==> src/rtl/muldiv_seq_pkg.sv <==
// Shared definitions for the sequential MULTU/DIVU unit: op and state
// encodings plus the fixed iteration count.
package muldiv_seq_pkg;

    localparam int ITERS = 32;
    localparam int CNT_W = 5;

    typedef enum logic {
        OP_MULTU = 1'b0,
        OP_DIVU  = 1'b1
    } op_e;

    typedef enum logic {
        ST_IDLE = 1'b0,
        ST_RUN  = 1'b1
    } state_e;

endpackage

==> src/rtl/muldiv_step.sv <==
// One iteration of the shared multiply/divide datapath.
// Working registers: w_hi holds the multiply accumulator or the partial
// remainder; w_lo holds the multiplier (shifting out LSB first while the
// product shifts in) or the dividend (shifting out MSB first while quotient
// bits shift in). After 32 iterations {w_hi, w_lo} is the final HI/LO.
module muldiv_step
    import muldiv_seq_pkg::*;
(
    input  logic        op_i,
    input  logic [31:0] w_hi_i,
    input  logic [31:0] w_lo_i,
    input  logic [31:0] w_b_i,
    output logic [31:0] w_hi_o,
    output logic [31:0] w_lo_o
);

    logic [32:0] sum;
    logic [32:0] shifted;
    logic [32:0] diff;

    // Shift-add for MULTU, restoring subtract for DIVU; diff[32] is the borrow.
    always_comb begin
        sum     = {1'b0, w_hi_i} + (w_lo_i[0] ? {1'b0, w_b_i} : 33'd0);
        shifted = {w_hi_i, w_lo_i[31]};
        diff    = shifted - {1'b0, w_b_i};
        w_hi_o  = sum[32:1];
        w_lo_o  = {sum[0], w_lo_i[31:1]};
        if (op_i == OP_DIVU) begin
            if (!diff[32]) begin
                w_hi_o = diff[31:0];
                w_lo_o = {w_lo_i[30:0], 1'b1};
            end else begin
                w_hi_o = shifted[31:0];
                w_lo_o = {w_lo_i[30:0], 1'b0};
            end
        end
    end

endmodule

==> src/rtl/muldiv_seq.sv <==
// Sequential unsigned MULTU/DIVU unit with architectural HI/LO.
// Handshake: start is accepted only in IDLE and only without flush; while
// busy, start and mf_req raise stall so the front-end holds the instruction.
// Results land on HI/LO exactly 32 edges after the accept edge, and done
// pulses for the single cycle that follows.
module muldiv_seq #(
    parameter int ITERS = muldiv_seq_pkg::ITERS
) (
    input  logic        clk,
    input  logic        rst_n,
    input  logic        start,
    input  logic        op,
    input  logic [31:0] a,
    input  logic [31:0] b,
    input  logic        flush,
    input  logic        mf_req,
    output logic        busy,
    output logic        stall,
    output logic        done,
    output logic        dz,
    output logic [31:0] hi,
    output logic [31:0] lo
);
    import muldiv_seq_pkg::*;

    localparam logic [CNT_W-1:0] LAST_CNT = CNT_W'(ITERS - 1);

    state_e           state_q, state_d;
    logic [CNT_W-1:0] cnt_q, cnt_d;
    logic [31:0]      hi_q, hi_d;
    logic [31:0]      lo_q, lo_d;
    logic             done_q, done_d;
    logic             dz_q, dz_d;
    logic             accept;
    logic             advance;

    logic             op_q;
    logic [31:0]      b_q;
    logic [31:0]      w_hi_q, w_lo_q;
    logic [31:0]      step_hi, step_lo;

    muldiv_step u_step (
        .op_i   (op_q),
        .w_hi_i (w_hi_q),
        .w_lo_i (w_lo_q),
        .w_b_i  (b_q),
        .w_hi_o (step_hi),
        .w_lo_o (step_lo)
    );

    // Next state, counter and result registers; flush beats start and completion.
    always_comb begin
        state_d = state_q;
        cnt_d   = cnt_q;
        hi_d    = hi_q;
        lo_d    = lo_q;
        done_d  = 1'b0;
        dz_d    = dz_q;
        accept  = 1'b0;
        advance = 1'b0;
        case (state_q)
            ST_IDLE: begin
                if (start && !flush) begin
                    accept  = 1'b1;
                    cnt_d   = '0;
                    state_d = ST_RUN;
                end
            end
            ST_RUN: begin
                if (flush) begin
                    cnt_d   = '0;
                    state_d = ST_IDLE;
                end else begin
                    advance = 1'b1;
                    cnt_d   = cnt_q + 1'b1;
                    if (cnt_q == LAST_CNT) begin
                        state_d = ST_IDLE;
                        hi_d    = step_hi;
                        lo_d    = step_lo;
                        done_d  = 1'b1;
                        dz_d    = (op_q == OP_DIVU) && (b_q == 32'd0);
                    end
                end
            end
            default: state_d = ST_IDLE;
        endcase
    end

    // Control and architectural state, cleared immediately by reset.
    always_ff @(posedge clk or negedge rst_n) begin
        if (!rst_n) begin
            state_q <= ST_IDLE;
            cnt_q   <= '0;
            hi_q    <= '0;
            lo_q    <= '0;
            done_q  <= 1'b0;
            dz_q    <= 1'b0;
        end else begin
            state_q <= state_d;
            cnt_q   <= cnt_d;
            hi_q    <= hi_d;
            lo_q    <= lo_d;
            done_q  <= done_d;
            dz_q    <= dz_d;
        end
    end

    // Operand and working registers; their contents only matter while RUN.
    always_ff @(posedge clk) begin
        if (accept) begin
            op_q   <= op;
            b_q    <= b;
            w_hi_q <= '0;
            w_lo_q <= a;
        end else if (advance) begin
            w_hi_q <= step_hi;
            w_lo_q <= step_lo;
        end
    end

    assign busy  = (state_q == ST_RUN);
    assign stall = busy & (mf_req | start);
    assign done  = done_q;
    assign dz    = dz_q;
    assign hi    = hi_q;
    assign lo    = lo_q;

endmodule

==> config.mk <==
export PLATFORM = sky130hd
export DESIGN_NAME = muldiv_seq
export DESIGN_NICKNAME = d
export VERILOG_FILES = /design/src/rtl/muldiv_seq_pkg.sv /design/src/rtl/muldiv_step.sv /design/src/rtl/muldiv_seq.sv
export SDC_FILE = /design/constraint.sdc
export NUM_CORES = 1
export LEC_CHECK = 0
export BUFFER_PORTS_ARGS = -buffer_cell sky130_fd_sc_hd__buf_2
export CAP_MARGIN = 40
export CELL_PAD_IN_SITES_DETAIL_PLACEMENT = 1
export CELL_PAD_IN_SITES_GLOBAL_PLACEMENT = 2
export CORE_MARGIN = 3
export CORE_UTILIZATION = 40
export CTS_CLUSTER_DIAMETER = 80
export DETAILED_ROUTE_END_ITERATION = 7
export PLACE_DENSITY_LB_ADDON = 0.1
export SLEW_MARGIN = 10
export SYNTH_ARGS = -nofsm -noshare
export SYNTH_HDL_FRONTEND = slang
export SYNTH_SLANG_ARGS = --single-unit
export TNS_END_PERCENT = 10
==> constraint.sdc <==
create_clock -name clk -period 8.86 [get_ports clk]
set_input_delay 1.329 -clock clk [delete_from_list [all_inputs] [get_ports clk]]
set_output_delay 1.329 -clock clk [all_outputs]
set_load 0.05 [all_outputs]
==> impl_metrics.py <==
metrics = {
    "outcome": {
        "status": "finished, final reports clean",
    },
    "cells_and_area": {
        "drive_above_1_share": 0.171,
        "nFillCells": 3064,
        "area_growth_pct": 15.2,
        "fin_area_mm2": 0.0125,
        "antenna_cells": 0,
        "fin_nets": 1414,
    },
    "floorplan": {
        "core_area_mm2": 0.0264,
        "num_io_pins": 138,
        "start_util": 0.412,
        "die_w_um": 171,
        "rows": 59,
        "dieArea_mm2": 0.0292,
        "die_h_um": 171,
    },
    "min_path": {
        "hp-class": "flip-flop to flip-flop",
    },
    "clock_tree": {
        "cts_tree": "done",
        "ctsHoldBuffers": 0,
        "ctsRootBufferMaster": "clkbuf_16",
        "post-cts-setup-buffers": 0,
        "htree_levels": 4,
        "ctsResizeCount": 0,
        "cts_made_buffers": 17,
        "path_clk_slew_ns": 0.08,
        "cts_buffer_depth": 2,
        "clock-sinks": 169,
        "clock_latency_ns": 0.43,
    },
    "sta": {
        "worst_clock_skew_ns": 0.0126,
        "finalHoldViolations": 0,
        "tightestPinTransition_ns": 0.888,
        "period_needed_ns": 3.91,
        "post-route-period-util": 0.441,
        "rsz0062_at_grt": "no",
        "setup_tns_ns": 0,
        "drv_slew": 0,
        "max_freq_ghz": 0.256,
        "setup_ws_ns": 4.95,
        "maxSlewHeadroom": 0.402,
        "hold_slack_ns": 0.478,
        "setup_viol_count_final": 0,
    },
    "drt": {
        "wl_per_cell_um": 21.4,
        "drt_iter0_drc": 611,
        "drc": 0,
        "ant_nets": 0,
        "viasPerCell": 5.76,
        "first_pass_iters": 5,
        "num_vias": 9353,
        "detail_route.wirelength_um": 34700,
    },
    "power_and_ir_drop": {
        "leakagePower_uw": 0.00580,
        "power.density_mw_per_mm2": 195,
        "ir_drop_v": 0.000109,
    },
    "synth": {
        "synthSimpleGateAreaFrac": 0.149,
        "synth_top_family_by_area": "compound AO/OA/AOI/OAI gates",
        "yosysMostFrequentCell": "a21oi_1",
        "netlist_instances": 1166,
        "syn_nets": 1304,
        "yosysWarnings": 0,
        "synth_area_leaders": "edfxtp_1 (18%), dfrtp_1 (17%), ha_1 (7.6%)",
        "synth_top_area_frac": 0.180,
        "seq_area_frac_synth": 0.405,
        "synthMuxAreaShare": 0.0811,
        "yosys_register_bits": 169,
        "synth_fa_ha_area_frac": 0.0797,
        "avgSynthCellArea_um2": 9.31,
        "synth-edff-count": 65,
        "synth_compound_area_frac": 0.203,
        "ys.flop_type": "dfrtp_1",
        "synth_top_area_cell": "edfxtp_1",
        "synth_xor_area_frac": 0.0419,
        "synth_commonest_cells": "a21oi_1 (104), nand2_1 (103), nor2_1 (88), dfrtp_1 (72), ha_1 (66)",
        "netlist_area_mm2": 0.0109,
        "synth.distinct_cells": 78,
        "synthArstFlopShare": 0.426,
    },
    "place": {
        "pre_cts_slack_ns": 5.02,
        "placed_area_mm2": 0.0119,
        "hpwl_um": 25900,
        "port_buffers": 137,
        "gp_congestion": 0.864,
    },
    "worst_setup_path": {
        "crit_required_ns": 9.19,
        "cp.arrival_ns": 4.24,
        "cpMaxStageDelayCell": "o41ai_1",
        "path_cells": "ha_1 > fa_1 > nand2b_1 > a21oi_1 > o21ba_2 > a21oi_1 > or2_2 > a311o_1 > o41ai_1 > mux2i_1 > o31ai_1",
        "rrSetupSlack_ns": 4.95,
        "critical_path_class": "flip-flop to flip-flop",
        "start_kind": "flip-flop",
        "crit_family": "compound AO/OA/AOI/OAI gates",
        "cp-end-kind": "flip-flop",
        "cpPeakStageDelay_ns": 0.77,
        "crit_top_cell": "a21oi_1",
        "path_max_fanout": 5,
        "critPathBufInv": 0,
    },
    "global_route": {
        "antenna_found_initial": 2,
        "grtUsageMet2": 0.375,
        "top_usage_layer": "met2",
        "grt.overflow.total": 0,
        "grt_pass1_vias": 9782,
        "grt_max_degree": 92,
        "grtUsageMet3": 0.0605,
        "track_usage": 0.238,
        "grt_first_pass_wirelength_um": 54700,
        "use_met1": 0.331,
    },
    "run": {
        "maxCapViolations": 0,
    },
}
[state kept, by name, indices dropped and copies added (netlist names)]
register,count
cnt_q,5
w_lo_q,32
hi,32
done,1
w_hi_q,32
op_q,1
b_q,32
dz,1
busy,1
lo,32
[layout by cell type (no fill, tap or decap), types with 10 or more instances in the layout]
master       n
a21o_1      28
a21oi_1    104
a22o_1      20
a31oi_1     12
and2_1      38
buf_2      136
buf_4       10
clkbuf_16   17
dfrtp_1     72
dfxtp_1     32
edfxtp_1    65
ha_1        66
inv_1       51
mux2_2      18
mux2i_1     61
nand2_1    102
nand3_1     23
nand4_1     15
nor2_1      87
nor3_1      13
o21ai_0     60
o21ai_1     19
o21bai_1    12
o31ai_1     16
xnor2_1     36
xor2_1      16
[worst min-delay path, delay by kind of cell, from the launching register on]
family	cells	cell delay, ns
AO/OA/AOI/OAI	1	0.06
AND/OR/NAND/NOR	1	0.04
flip-flops	1	0.34
[layout make-up]
type | count | area, um2 | area share
tap | 335 | 419 | 0.0335
clock inverter | 15 | 176 | 0.0141
clock buffer | 17 | 425 | 0.0340
inverter | 53 | 199 | 0.0159
multi-input combinational | 885 | 6040 | 0.483
timing repair buffer | 150 | 853 | 0.0682
sequential | 169 | 4390 | 0.351
[cells by family after synthesis]
family / after synthesis
buffers and inverters: 112
xor gates and xnor gates: 52
DFF: 169
adders and majority gates: 68
and+or+nand+nor: 336
muxes: 85
AOI/OAI and AO/OA: 344
[worst paths after layout]
check	startpoint	to	depth (start not counted)
max	b_q[0]	hi[30]	11
min	lo[8]	lo[8]	2
max reg2reg	b_q[0]	hi[30]	11
min reg2reg	lo[8]	lo[8]	2
max in group asynchronous	rst_n	hi[22]	2
min in group asynchronous	rst_n	lo[26]	1
[per-stage QoR]
step | std cells | utilization | power (uW)
2_1_floorplan | 1166 | - | 1450
3_3_place_gp | 1588 | 0.448 | 1660
3_5_place_dp | 1591 | 0.451 | 1670
4_1_cts | 1623 | 0.474 | 2440
5_1_grt | 1624 | 0.475 | 2560
6_report | 1624 | 0.475 | 2430
[power by group]
group	switching [uW]	total (uW)	internal, uW
combinational	445	731	287
sequential	63.1	931	867
clock	389	772	383
[metal layers]
metal	vias to the layer above	share of wire
met5	-	0.00060
met4	4	0.018
met3	39	0.062
met2	238	0.45
met1	4592	0.47
li1	4480	-
No activity file was read; power rests on OpenSTA's default activity.
